## src/rtl/ps2_kbd_rx.sv

```systemverilog
// PS/2 keyboard receiver: frame deserialiser, E0/F0 prefix folding and a 2**AW-entry event FIFO.
// Optional typematic repeat suppression is compiled in with `define PS2_REPEAT_FILTER_EN.
module ps2_kbd_rx #(
    parameter int AW          = 3,
    parameter int SYNC_STAGES = 3,
    parameter int TIMEOUT_CYC = 50000,
    parameter int ERR_W       = 8
) (
    input  logic             clk,
    input  logic             clrn,
    input  logic             ps2_clk,
    input  logic             ps2_data,
    input  logic             nextdata_n,
    output logic [7:0]       data,
    output logic             ext,
    output logic             brk,
    output logic             ready,
    output logic             overflow,
    output logic [AW:0]      level,
    output logic [ERR_W-1:0] err_cnt
);
    localparam int DEPTH = 1 << AW;
    localparam int TW    = $clog2(TIMEOUT_CYC + 1);

    logic [SYNC_STAGES-1:0] clk_sync_q, data_sync_q;
    logic [3:0]             bit_cnt_q, bit_cnt_d;
    logic [9:0]             shift_q;
    logic [TW-1:0]          to_cnt_q, to_cnt_d;
    logic                   ext_pend_q, brk_pend_q;
    logic [ERR_W-1:0]       err_cnt_q;
    logic                   overflow_q;
    logic [AW:0]            wptr_q, wptr_d, rptr_q, rptr_d;
    logic [9:0]             mem_q [DEPTH];

    logic       sample, data_bit, frame_done, frame_ok, timeout;
    logic       is_prefix, push_req, repeat_hit, push, pop, full, empty, do_write;
    logic [7:0] code;

    // Data is taken from the oldest stage; it is stable for half a PS/2 period around the edge.
    assign sample     = clk_sync_q[SYNC_STAGES-1] & ~clk_sync_q[SYNC_STAGES-2];
    assign data_bit   = data_sync_q[SYNC_STAGES-1];
    assign code       = shift_q[8:1];
    assign frame_done = sample && (bit_cnt_q == 4'd10);
    assign frame_ok   = frame_done && !shift_q[0] && data_bit && (^shift_q[9:1]);
    assign timeout    = (bit_cnt_q != 4'd0) && !sample && (to_cnt_q == TW'(TIMEOUT_CYC));
    assign is_prefix  = (code == 8'hE0) || (code == 8'hF0);
    assign push_req   = frame_ok && !is_prefix;

`ifdef PS2_REPEAT_FILTER_EN
    logic       last_valid_q, last_ext_q;
    logic [7:0] last_code_q;

    assign repeat_hit = last_valid_q && !brk_pend_q && (last_ext_q == ext_pend_q) && (last_code_q == code);

    always_ff @(posedge clk or negedge clrn) begin
        if (!clrn) begin
            last_valid_q <= 1'b0;
            last_ext_q   <= 1'b0;
            last_code_q  <= 8'h00;
        end else if (push_req) begin
            if (brk_pend_q) begin
                last_valid_q <= 1'b0;
            end else if (!repeat_hit) begin
                last_valid_q <= 1'b1;
                last_ext_q   <= ext_pend_q;
                last_code_q  <= code;
            end
        end
    end
`else
    assign repeat_hit = 1'b0;
`endif

    assign push     = push_req && !repeat_hit;
    assign empty    = (wptr_q == rptr_q);
    assign full     = (wptr_q[AW] != rptr_q[AW]) && (wptr_q[AW-1:0] == rptr_q[AW-1:0]);
    assign pop      = !empty && !nextdata_n;
    assign do_write = push && (!full || pop);

    always_comb begin
        bit_cnt_d = bit_cnt_q;
        to_cnt_d  = to_cnt_q + 1'b1;
        wptr_d    = wptr_q;
        rptr_d    = rptr_q;
        if (timeout)
            bit_cnt_d = 4'd0;
        else if (sample)
            bit_cnt_d = (bit_cnt_q == 4'd10) ? 4'd0 : bit_cnt_q + 4'd1;
        if (sample || timeout || bit_cnt_q == 4'd0)
            to_cnt_d = '0;
        if (do_write)
            wptr_d = wptr_q + 1'b1;
        if (pop)
            rptr_d = rptr_q + 1'b1;
    end

    always_ff @(posedge clk or negedge clrn) begin
        if (!clrn) begin
            clk_sync_q  <= '1;
            data_sync_q <= '1;
            bit_cnt_q   <= 4'd0;
            shift_q     <= 10'd0;
            to_cnt_q    <= '0;
            ext_pend_q  <= 1'b0;
            brk_pend_q  <= 1'b0;
            err_cnt_q   <= '0;
            overflow_q  <= 1'b0;
            wptr_q      <= '0;
            rptr_q      <= '0;
        end else begin
            clk_sync_q  <= {clk_sync_q[SYNC_STAGES-2:0], ps2_clk};
            data_sync_q <= {data_sync_q[SYNC_STAGES-2:0], ps2_data};
            bit_cnt_q   <= bit_cnt_d;
            to_cnt_q    <= to_cnt_d;
            wptr_q      <= wptr_d;
            rptr_q      <= rptr_d;
            if (sample)
                shift_q <= {data_bit, shift_q[9:1]};
            if (((frame_done && !frame_ok) || timeout) && (err_cnt_q != '1))
                err_cnt_q <= err_cnt_q + 1'b1;
            if (push && full && !pop)
                overflow_q <= 1'b1;
            // Any completed frame or abort settles the prefix state; only a good prefix sets a flag.
            if (timeout || (frame_done && !frame_ok) || push_req) begin
                ext_pend_q <= 1'b0;
                brk_pend_q <= 1'b0;
            end else if (frame_ok && code == 8'hE0) begin
                ext_pend_q <= 1'b1;
            end else if (frame_ok && code == 8'hF0) begin
                brk_pend_q <= 1'b1;
            end
        end
    end

    for (genvar gi = 0; gi < DEPTH; gi++) begin : g_entry
        always_ff @(posedge clk or negedge clrn) begin
            if (!clrn)
                mem_q[gi] <= 10'd0;
            else if (do_write && wptr_q[AW-1:0] == AW'(gi))
                mem_q[gi] <= {ext_pend_q, brk_pend_q, code};
        end
    end

    assign {ext, brk, data} = mem_q[rptr_q[AW-1:0]];
    assign ready    = !empty;
    assign level    = wptr_q - rptr_q;
    assign overflow = overflow_q;
    assign err_cnt  = err_cnt_q;
endmodule
```

## config.mk

```make
export PLATFORM = sky130hd
export DESIGN_NAME = ps2_kbd_rx
export DESIGN_NICKNAME = d
export VERILOG_FILES = /design/src/rtl/ps2_kbd_rx.sv
export SDC_FILE = /design/constraint.sdc
export NUM_CORES = 1
export LEC_CHECK = 0
export CAP_MARGIN = 20
export CORE_UTILIZATION = 40
export DETAILED_ROUTE_END_ITERATION = 7
export DONT_BUFFER_PORTS = 1
export PLACE_DENSITY = 0.64
export SETUP_SLACK_MARGIN = 0.1
export SLEW_MARGIN = 5
export SYNTH_ARGS = -nofsm -noshare
export SYNTH_HDL_FRONTEND = slang
export SYNTH_SLANG_ARGS = --single-unit
```

## constraint.sdc

```tcl
create_clock -name clk -period 2.55 [get_ports clk]
set_input_delay 0.51 -clock clk [delete_from_list [all_inputs] [get_ports clk]]
set_output_delay 0.51 -clock clk [all_outputs]
set_load 0.05 [all_outputs]
```

**Yosys cells after proc, flatten, opt, wreduce, memory -nomap -nowiden**

Cells that the tools add are included.

- Add/subtract/negate cells: 6
- Order comparisons: 1
- Equality and inequality tests: 16
- Mux-type cells: 12
- Bitwise operators: 3
- Reduce and logical (&&, ||, !) cells: 46

Operators with widths:

| operator | count |
|---|---|
| $bmux W10 S3 | 1 |
| $logic_and A1 B1 Y1 | 24 |
| $mux W10 | 2 |
| $add A16 B1 Y16 const B | 1 |
| $eq A16 B16 Y1 const B | 1 |
| $eq A8 B8 Y1 const B | 2 |
| $mux W16 | 1 |
| $add A4 B1 Y4 const B | 3 |
| $eq A3 B3 Y1 const B | 4 |
| $mux W4 | 3 |
| $reduce_xor A9 Y1 | 1 |
| $add A8 B1 Y8 const B | 1 |
| $logic_not A1 Y1 | 8 |
| $ne A8 B8 Y1 const B | 1 |
| $eq A3 B2 Y1 const B | 2 |
| $logic_or A1 B1 Y1 | 6 |
| $reduce_bool A2 Y1 | 3 |
| $mux W1 | 5 |
| $eq A4 B4 Y1 | 1 |
| $eq A4 B4 Y1 const B | 1 |
| $ge A4 B4 Y1 const B | 1 |
| $logic_not A4 Y1 | 1 |
| $not A3 Y4 | 1 |
| $reduce_bool A4 Y1 | 1 |
| 9 further kinds | 9 |

- Register bits after elaboration: 135
- Input bits: 5
- Output and inout port bits: 24
- Word-level logic and storage cells: 103

**Depth between registers and ports, before layout**

Gate-level depths: netlist of the first run.

- Word-level depth: 12
- Gate-level depth with buffers: 9
- Gate-level depth less buffers: 7

**Worst setup path before layout of the first run**

No wires, ideal clock.

- Path kind: reg2out
- From: register rptr_q[1]
- To: output port level[3]
- Data arrival time: 2155 ps
- Data required time: 2040 ps
- Slack: -115 ps
- Cell stages (with the launch flop): 7
- Path buffers: 1
- Cells stage by stage: dfrtp_1 buf_1 inv_1 ha_1 a21o_1 a21oi_1 xnor2_1

- Longest elaborated chain between the ends: 1

RTL lines:

| element | RTL line | RTL |
|---|---|---|
| start, declared | 32 | `logic [AW:0] wptr_q, wptr_d, rptr_q, rptr_d;` |
| start signal, assigned | 116 | `rptr_q <= rptr_d;` |
| $sub A4 B4 Y4 | 146 | `assign level = wptr_q - rptr_q;` |
| end, declared | 19 | `output logic [AW:0] level,` |

Every way passes these cells.

**Worst setup path after layout of the first run**

- From: register shift_q[7]
- To: register mem_q[22] in the netlist's numbering

- Longest elaborated chain between the ends: 6
- Elaborated cells between the ends (all ways): 9
- Those cells by class: eq/ne: 2; reduce/logical: 7

RTL lines:

| element | RTL line | RTL |
|---|---|---|
| start, declared | 27 | `logic [9:0] shift_q;` |
| start signal, assigned | 118 | `shift_q <= {data_bit, shift_q[9:1]};` |
| $eq A8 B8 Y1 | 46 | `assign is_prefix = (code == 8'hE0) \|\| (code == 8'hF0);` |
| $logic_or A1 B1 Y1 | 46 |  |
| $logic_not A1 Y1 | 47 | `assign push_req = frame_ok && !is_prefix;` |
| $logic_and A1 B1 Y1 * | 47 |  |
| $logic_and A1 B1 Y1 * | 78 | `assign do_write = push && (!full \|\| pop);` |
| $logic_and A1 B1 Y1 * | 139 | `else if (do_write && wptr_q[AW-1:0] == AW'(gi))` |
| end signal, assigned by index | 140 | `mem_q[gi] <= {ext_pend_q, brk_pend_q, code};` |
| end, declared | 33 | `logic [9:0] mem_q [DEPTH];` |

Every way passes the cells marked *; elsewhere a longest branch is shown, timed or not.
A chain may end at the register's enable or synchronous reset.

==> results of run 1 <==
-- state kept, by name, summed over array words and instances (netlist names) --
| register | count |
|---|---|
| bit_cnt_q | 4 |
| brk_pend_q | 1 |
| clk_sync_q | 3 |
| data_sync_q | 3 |
| err_cnt | 8 |
| ext_pend_q | 1 |
| mem_q | 80 |
| overflow | 1 |
| rptr_q | 4 |
| shift_q | 10 |
| to_cnt_q | 16 |
| wptr_q | 4 |
-- final cells by class --
| cell class | count | share of cell area (%) |
|---|---|---|
| Clock buffer | 21 | 5.752 |
| Clock inverter | 11 | 1.738 |
| Inverter | 22 | 1.019 |
| Multi-Input combinational cell | 335 | 39.68 |
| Sequential cell | 135 | 40.55 |
| Tap cell | 216 | 3.235 |
| Timing Repair Buffer | 52 | 8.029 |
-- power by group through the flow --
stage	registers, mW	clock network (mW)	logic, mW
final	2.41	2.57	2.20
after global routing	2.42	2.69	2.34
after CTS	2.40	2.61	1.89
after detailed placement	2.43	0	1.73
after global placement	2.43	0	1.69
after floorplan	2.46	0	1.17
-- cells in the final DEF (no fill, tap or decap), types with 11 or more instances in the layout --
cell type and count:
o21ai_0 11, buf_4 30, nor2_1 27, inv_1 19, ha_1 20, mux2_4 34
mux2_2 51, mux4_2 20, nand2_2 28, clkbuf_16 20, dfrtp_1 128, buf_12 16
nand3_1 14, xnor2_1 15, nand2_1 34
-- metal layers --
metal	global-route usage, %	wire [um]	share of wire, %	up-vias
met2	28.87	7179	49	84
li1	-	-	-	1895
met3	4.046	613	4.2	19
met1	22.98	6462	44	2122
met5	0	0	0	-
met4	8.097	267	1.8	0
-- cell usage after synthesis, drive strengths merged, types with 2 or more instances --
| library cell | n | area, sq um |
|---|---|---|
| nand4 | 5 | 31.28 |
| clkbuf | 14 | 52.55 |
| a21oi | 8 | 43.79 |
| inv | 21 | 78.83 |
| ha | 21 | 262.8 |
| dfstp | 6 | 157.7 |
| mux4 | 20 | 450.4 |
| nor2 | 27 | 101.4 |
| and3 | 2 | 12.51 |
| buf | 7 | 35.03 |
| nor3 | 3 | 15.01 |
| a21o | 3 | 22.52 |
| nor2b | 3 | 18.77 |
| nand2b | 4 | 25.02 |
| dfrtp | 129 | 3228 |
| or2 | 2 | 12.51 |
| nand2 | 64 | 247.7 |
| mux2 | 85 | 957.2 |
| nand3 | 20 | 152.6 |
| xor2 | 10 | 87.58 |
| o21ai | 11 | 55.05 |
| nor4 | 4 | 31.28 |
| nand4b | 2 | 17.52 |
| xnor2 | 17 | 148.9 |
-- metrics by stage --
stage | setup slack (ps) | setup TNS [ps]
floorplan | 86.62 | 0
global placement | -10.70 | -97.76
detailed placement | -44.27 | -552.0
CTS | 23.95 | 0
global route | -38.27 | -910.7
finish | 32.31 | 0
-- cells by family after synthesis --
kind of cell / count (synthesis)
adders and majority gates: 22
AOI/OAI and AO/OA: 31
muxes: 106
DFF: 135
and+or+nand+nor: 143
xor gates and xnor gates: 28
buffers and inverters: 43
-- what timing repair did --
| action | CTS | global route |
|---|---|---|
| setup buffers | 2 | 10 |
| pin swaps | 0 | 12 |
| gates cloned | 4 | 5 |
| endpoints found under the hold margin | 135 | 135 |
| resized for setup | 11 | 75 |
| setup endpoints to repair | 91 | 99 |
-- worst max-delay path: stages, from the launching register on --
cell	delay (ps)
dfrtp_1	380
ha_1	280
xnor3_2	460
xnor2_4	180
nor4b_4	230
buf_6	170
buf_12	140
nand3_4	190
mux2_4	360
-- final timing paths --
| path | slack [ps] | from | endpoint |
|---|---|---|---|
| max in group asynchronous | 2470 | clrn | data_sync_q[2] |
| hold / removal | -210 | clrn | rptr_q[0] |
| min in group clk | 90 | ps2_data | data_sync_q[0] |
| hold reg to reg | 350 | clk_sync_q[0] | clk_sync_q[1] |
| setup reg to reg | 30 | shift_q[7] | mem_q[22] |
| setup / recovery | 30 | shift_q[7] | mem_q[22] |
==> flow_summary.json, run 1 <==
{
  "io_pins": 29,
  "setup_viol": 0,
  "synth_edf_count": 0,
  "final-seq-area_sq_mm": 0.003387,
  "filler_cell_count": 1282,
  "period_minus_slack_ps": 2518,
  "synth-xor-area-share_pct": 4.012,
  "cts-root-buf": "clkbuf_16",
  "cp.arrival_ps": 2810,
  "fp.dieW_um": 129.0,
  "cts_sinks": 135,
  "multi_input_area_sq_mm": 0.003314,
  "synth_top_family_by_area": "multiplexers",
  "dp.cells": 739,
  "postRouteAntennaNets": 0,
  "cts_buffer_depth": 2,
  "slew_viol_final": 0,
  "end_kind": "flop",
  "hp-class": "primary input to asynchronous set/reset pin",
  "start_kind": "flop",
  "utilization_pct": 52.77,
  "avgViaCountPerCell": 5.202,
  "ys_seq_elements": 135,
  "synthArstFlopShare_pct": 100.0,
  "comb_power_share_pct": 30.6,
  "avgSynthCellArea_sq_um": 12.71,
  "die_y_um": 129.0,
  "num_rows": 46,
  "power_frac_seq_pct": 33.5,
  "core_area_sq_mm": 0.01583,
  "swShare_pct": 32.09,
  "synth_area_sq_mm": 0.006456,
  "final_cells": 792,
  "power_density_mw_per_mm2": 859.4,
  "synth_mux_area_share_pct": 21.96,
  "drive_gt1_share_pct": 44.27,
  "area_growth_pct": 29.38,
  "diodes": 0,
  "synth-simple-area-share_pct": 11.41,
  "synth-seq-area-share_pct": 52.44,
  "max_cap_viol_count": 0,
  "antenna_found_initial": 0,
  "power.internal_mw": 4.875,
  "syn_inst": 508,
  "vias": 4120,
  "critPathRequiredTime_ps": 2840,
  "dp_hpwl_mm": 8.373,
  "insertion_delay_ps": 420,
  "drc_errors": 0,
  "die-area_sq_mm": 0.01665,
  "grt_max_degree": 136,
  "drtPass1Iterations": 4,
  "final_area_sq_mm": 0.008353,
  "numCtsBuffers": 17,
  "placed_area_sq_mm": 0.007118,
  "h-tree-depth": 4,
  "track_usage_pct": 17.84,
  "violations": "negative hold slack",
  "path_class": "flop to flop",
  "rsz0062_at_grt": "true",
  "p_sw_mw": 2.304,
  "finalHoldViolCount": 129,
  "relSlewSlack_pct": 61.29,
  "clock_skew_ps": 8.958,
  "clk_pin_slew_ps": 60,
  "overflow": 0,
  "outcome": "finished with violations",
  "synthFlopType": "dfrtp_1",
  "gp_congestion": 0.7635,
  "drtIter0Drc": 211,
  "whs_ps": -210.7,
  "reg2reg_depth": 8,
  "finalCritPeriodShare_pct": 98.73,
  "initial_core_util_pct": 40.79,
  "peakVddDrop_v": 0.0006514,
  "fin_total_pwr_mw": 7.179,
  "fmax_ghz": 0.3972,
  "grt_pass1_vias": 4273,
  "synth_adder_area_share_pct": 4.380,
  "port_buffers": 0,
  "grt_pass1_wl_mm": 22.31,
  "p_clk_share_pct": 35.8,
  "finalNetCount": 590,
  "worst_slew_pin_slew_ps": 576.4,
  "synth.distinct_cells": 51,
  "crit_path_max_fanout": 10,
  "wl_mm": 14.52,
  "p_leak_nw": 3.900,
  "syn-num-nets": 535,
  "wl_per_cell_um": 18.34,
  "synth_compound_area_share_pct": 3.159,
  "cts_tree": "done",
  "yosysWarnings": 0
}
Note: power is estimated with default switching activity, not from simulation.
==> inputs of run 2 (changes only) <==
--- a/config.mk
+++ b/config.mk
@@ -5,8 +5,8 @@
 export SDC_FILE = /design/constraint.sdc
 export NUM_CORES = 1
 export LEC_CHECK = 0
-export CAP_MARGIN = 20
 export CORE_UTILIZATION = 40
+export CTS_CLUSTER_SIZE = 28
 export DETAILED_ROUTE_END_ITERATION = 7
 export DONT_BUFFER_PORTS = 1
 export PLACE_DENSITY = 0.64
==> results of run 2 <==
Same layout as run 1: the final DEF is identical, and so are final timing and power.
==> inputs of run 3 (changes only) <==
--- a/config.mk
+++ b/config.mk
@@ -9,6 +9,7 @@
 export CTS_CLUSTER_SIZE = 28
 export DETAILED_ROUTE_END_ITERATION = 7
 export DONT_BUFFER_PORTS = 1
+export GPL_TIMING_DRIVEN = 0
 export PLACE_DENSITY = 0.64
 export SETUP_SLACK_MARGIN = 0.1
 export SLEW_MARGIN = 5
==> run 3 against run 2 <==
  * The run still ends with negative hold slack left
  * Final area down 5.0%
  * Sequential power up 3%
  * Non-clock buffer count down 17
  * Critical endpoint is now mem_q[79]
  * Maximum frequency up 0.44%
  * Register-to-register slack about the same
  * Combinational power down 9%
  * Worst hold slack better by 5.5 ps
  * Flip-flop and latch count unchanged
==> flow_summary.json, run 3 (synthesized netlist as in run 1, its figures left out) <==
{
  "outcome": "finished with violations",
  "violations": "negative hold slack",
  "drc_errors": 0,
  "numCtsBuffers": 17,
  "p_clk_share_pct": 34.4,
  "largest_reg_flops": 80,
  "postRouteAntennaNets": 0,
  "wl_met2_mm": 6.784,
  "setup_viol": 0,
  "fmax_ghz": 0.3989,
  "core_area_sq_mm": 0.01583,
  "grt_max_degree": 136,
  "fp.dieW_um": 129.0,
  "grt_pass1_vias": 4322,
  "p_leak_nw": 3.614,
  "start_kind": "flop",
  "whs_ps": -205.2,
  "overflow": 0,
  "end_kind": "flop",
  "route.met3.wl_um": 571,
  "die_y_um": 129.0,
  "path_class": "flop to flop",
  "avgViaCountPerCell": 5.255,
  "io_pins": 29,
  "diodes": 0,
  "cts_buffer_depth": 2,
  "clk_pin_slew_ps": 60,
  "swShare_pct": 32.87,
  "finalNetCount": 574,
  "gp_congestion": 0.7455,
  "worst_slew_pin_slew_ps": 651.7,
  "final_common_cell": "dfrtp_1",
  "crit_path_max_fanout": 9,
  "drt-met1-wl_mm": 6.488,
  "grt_pass1_wl_mm": 23.39,
  "max_cap_viol_count": 0,
  "critPathRequiredTime_ps": 2850,
  "vias": 4078,
  "drtIter0Drc": 170,
  "dp.cells": 724,
  "finalCritPeriodShare_pct": 98.30,
  "topRoutingLayerUsed": "met4",
  "wl_mm": 14.20,
  "area_growth_pct": 22.95,
  "final_area_sq_mm": 0.007938,
  "initial_core_util_pct": 40.79,
  "drive_gt1_share_pct": 40.36,
  "comb_power_share_pct": 29.3,
  "clock_skew_ps": 6.159,
  "antenna_found_initial": 0,
  "slew_viol_final": 0,
  "cp.arrival_ps": 2800,
  "power_frac_seq_pct": 36.3,
  "cts-root-buf": "clkbuf_16",
  "relSlewSlack_pct": 56.55,
  "insertion_delay_ps": 420,
  "finalHoldViolCount": 129,
  "largest_register": "mem_q",
  "hp-class": "primary input to asynchronous set/reset pin",
  "reg_top3": "mem_q: 80 flops, to_cnt_q: 16 flops, shift_q: 10 flops",
  "cts_sinks": 135,
  "wl_per_cell_um": 18.30,
  "fin_ws_ps": 43.23,
  "filler_cell_count": 1372,
  "utilization_pct": 50.15,
  "port_buffers": 0,
  "track_usage_pct": 18.87,
  "final_cell_mix": "dfrtp_1, mux2_2, nand2_1, nor2_1, mux4_2",
  "die-area_sq_mm": 0.01665,
  "h-tree-depth": 4,
  "dp_worst_setup_slack_ps": -646.5,
  "cts_tree": "done",
  "peakVddDrop_v": 0.0006306,
  "p_sw_mw": 2.254,
  "period_minus_slack_ps": 2507,
  "power.internal_mw": 4.603,
  "dp_hpwl_mm": 8.438,
  "rsz0062_at_grt": "true",
  "drtPass1Iterations": 4,
  "num_rows": 46,
  "power_density_mw_per_mm2": 863.8,
  "placed_area_sq_mm": 0.006773,
  "final_cells": 776
}
-- run 3: area by class of cell --
class | instances | area [sq um] | area share, %
clock buffers | 24 | 501.7 | 6.321
plain buffers | 19 | 175.2 | 2.207
well taps | 216 | 270.3 | 3.405
multi-input cells | 336 | 3287 | 41.41
inverters | 22 | 92.59 | 1.166
repair buffers | 16 | 148.9 | 1.876
clock inverters | 8 | 70.07 | 0.8827
flip-flops and latches | 135 | 3392 | 42.73
-- run 3: per-stage QoR --
stage	setup TNS [ps]	power [mW]	hold slack (ps)
3_3_place_gp	-50890	3.906	220.6
2_1_floorplan	0	3.631	214.4
5_1_grt	-1438	7.160	-222.0
4_1_cts	0	6.802	-221.3
6_report	0	6.856	-205.2
3_5_place_dp	-52400	3.960	220.8
-- run 3: path summary, 6_finish.rpt --
check / cells after the start / to / slack, ps / start
min in group clk: 0 / clk_sync_q[0] / 90 / ps2_clk
max reg2reg: 10 / mem_q[79] / 40 / shift_q[2]
min: 0 / wptr_q[1] / -210 / clrn
max: 10 / mem_q[79] / 40 / shift_q[2]
max in group asynchronous: 0 / data_sync_q[0] / 2510 / clrn
min reg2reg: 0 / data_sync_q[1] / 360 / data_sync_q[0]
-- run 3: metal layers --
| layer | GRT usage (%) | up-vias |
|---|---|---|
| met4 | 7.059 | 0 |
| met5 | 0 | - |
| met2 | 30.78 | 86 |
| li1 | - | 1871 |
| met1 | 24.58 | 2093 |
| met3 | 4.418 | 28 |
-- run 3: power groups by stage --
stage | registers [mW] | clock network, mW | logic, mW
detailed placement | 2.51 | 0 | 1.45
floorplan | 2.46 | 0 | 1.17
global route | 2.51 | 2.49 | 2.16
global placement | 2.50 | 0 | 1.41
finish | 2.49 | 2.36 | 2.01
CTS | 2.48 | 2.39 | 1.93
-- run 3: worst max-delay path: stages (launching register included) --
cell and delay [ps]:
dfrtp_1 370, clkbuf_8 140, inv_4 50, ha_4 190
xnor3_2 400, xnor2_4 160, nor4b_4 230, buf_6 170
buf_12 170, nand3_4 170, mux2_2 340
-- run 3: timing repair --
item                                   4_1_cts  5_1_grt
gates cloned                                 6        0
setup buffers                               13        3
setup endpoints to repair                  112      111
endpoints found under the hold margin      135      135
pin swaps                                    9        3
gates resized for setup                     85       13
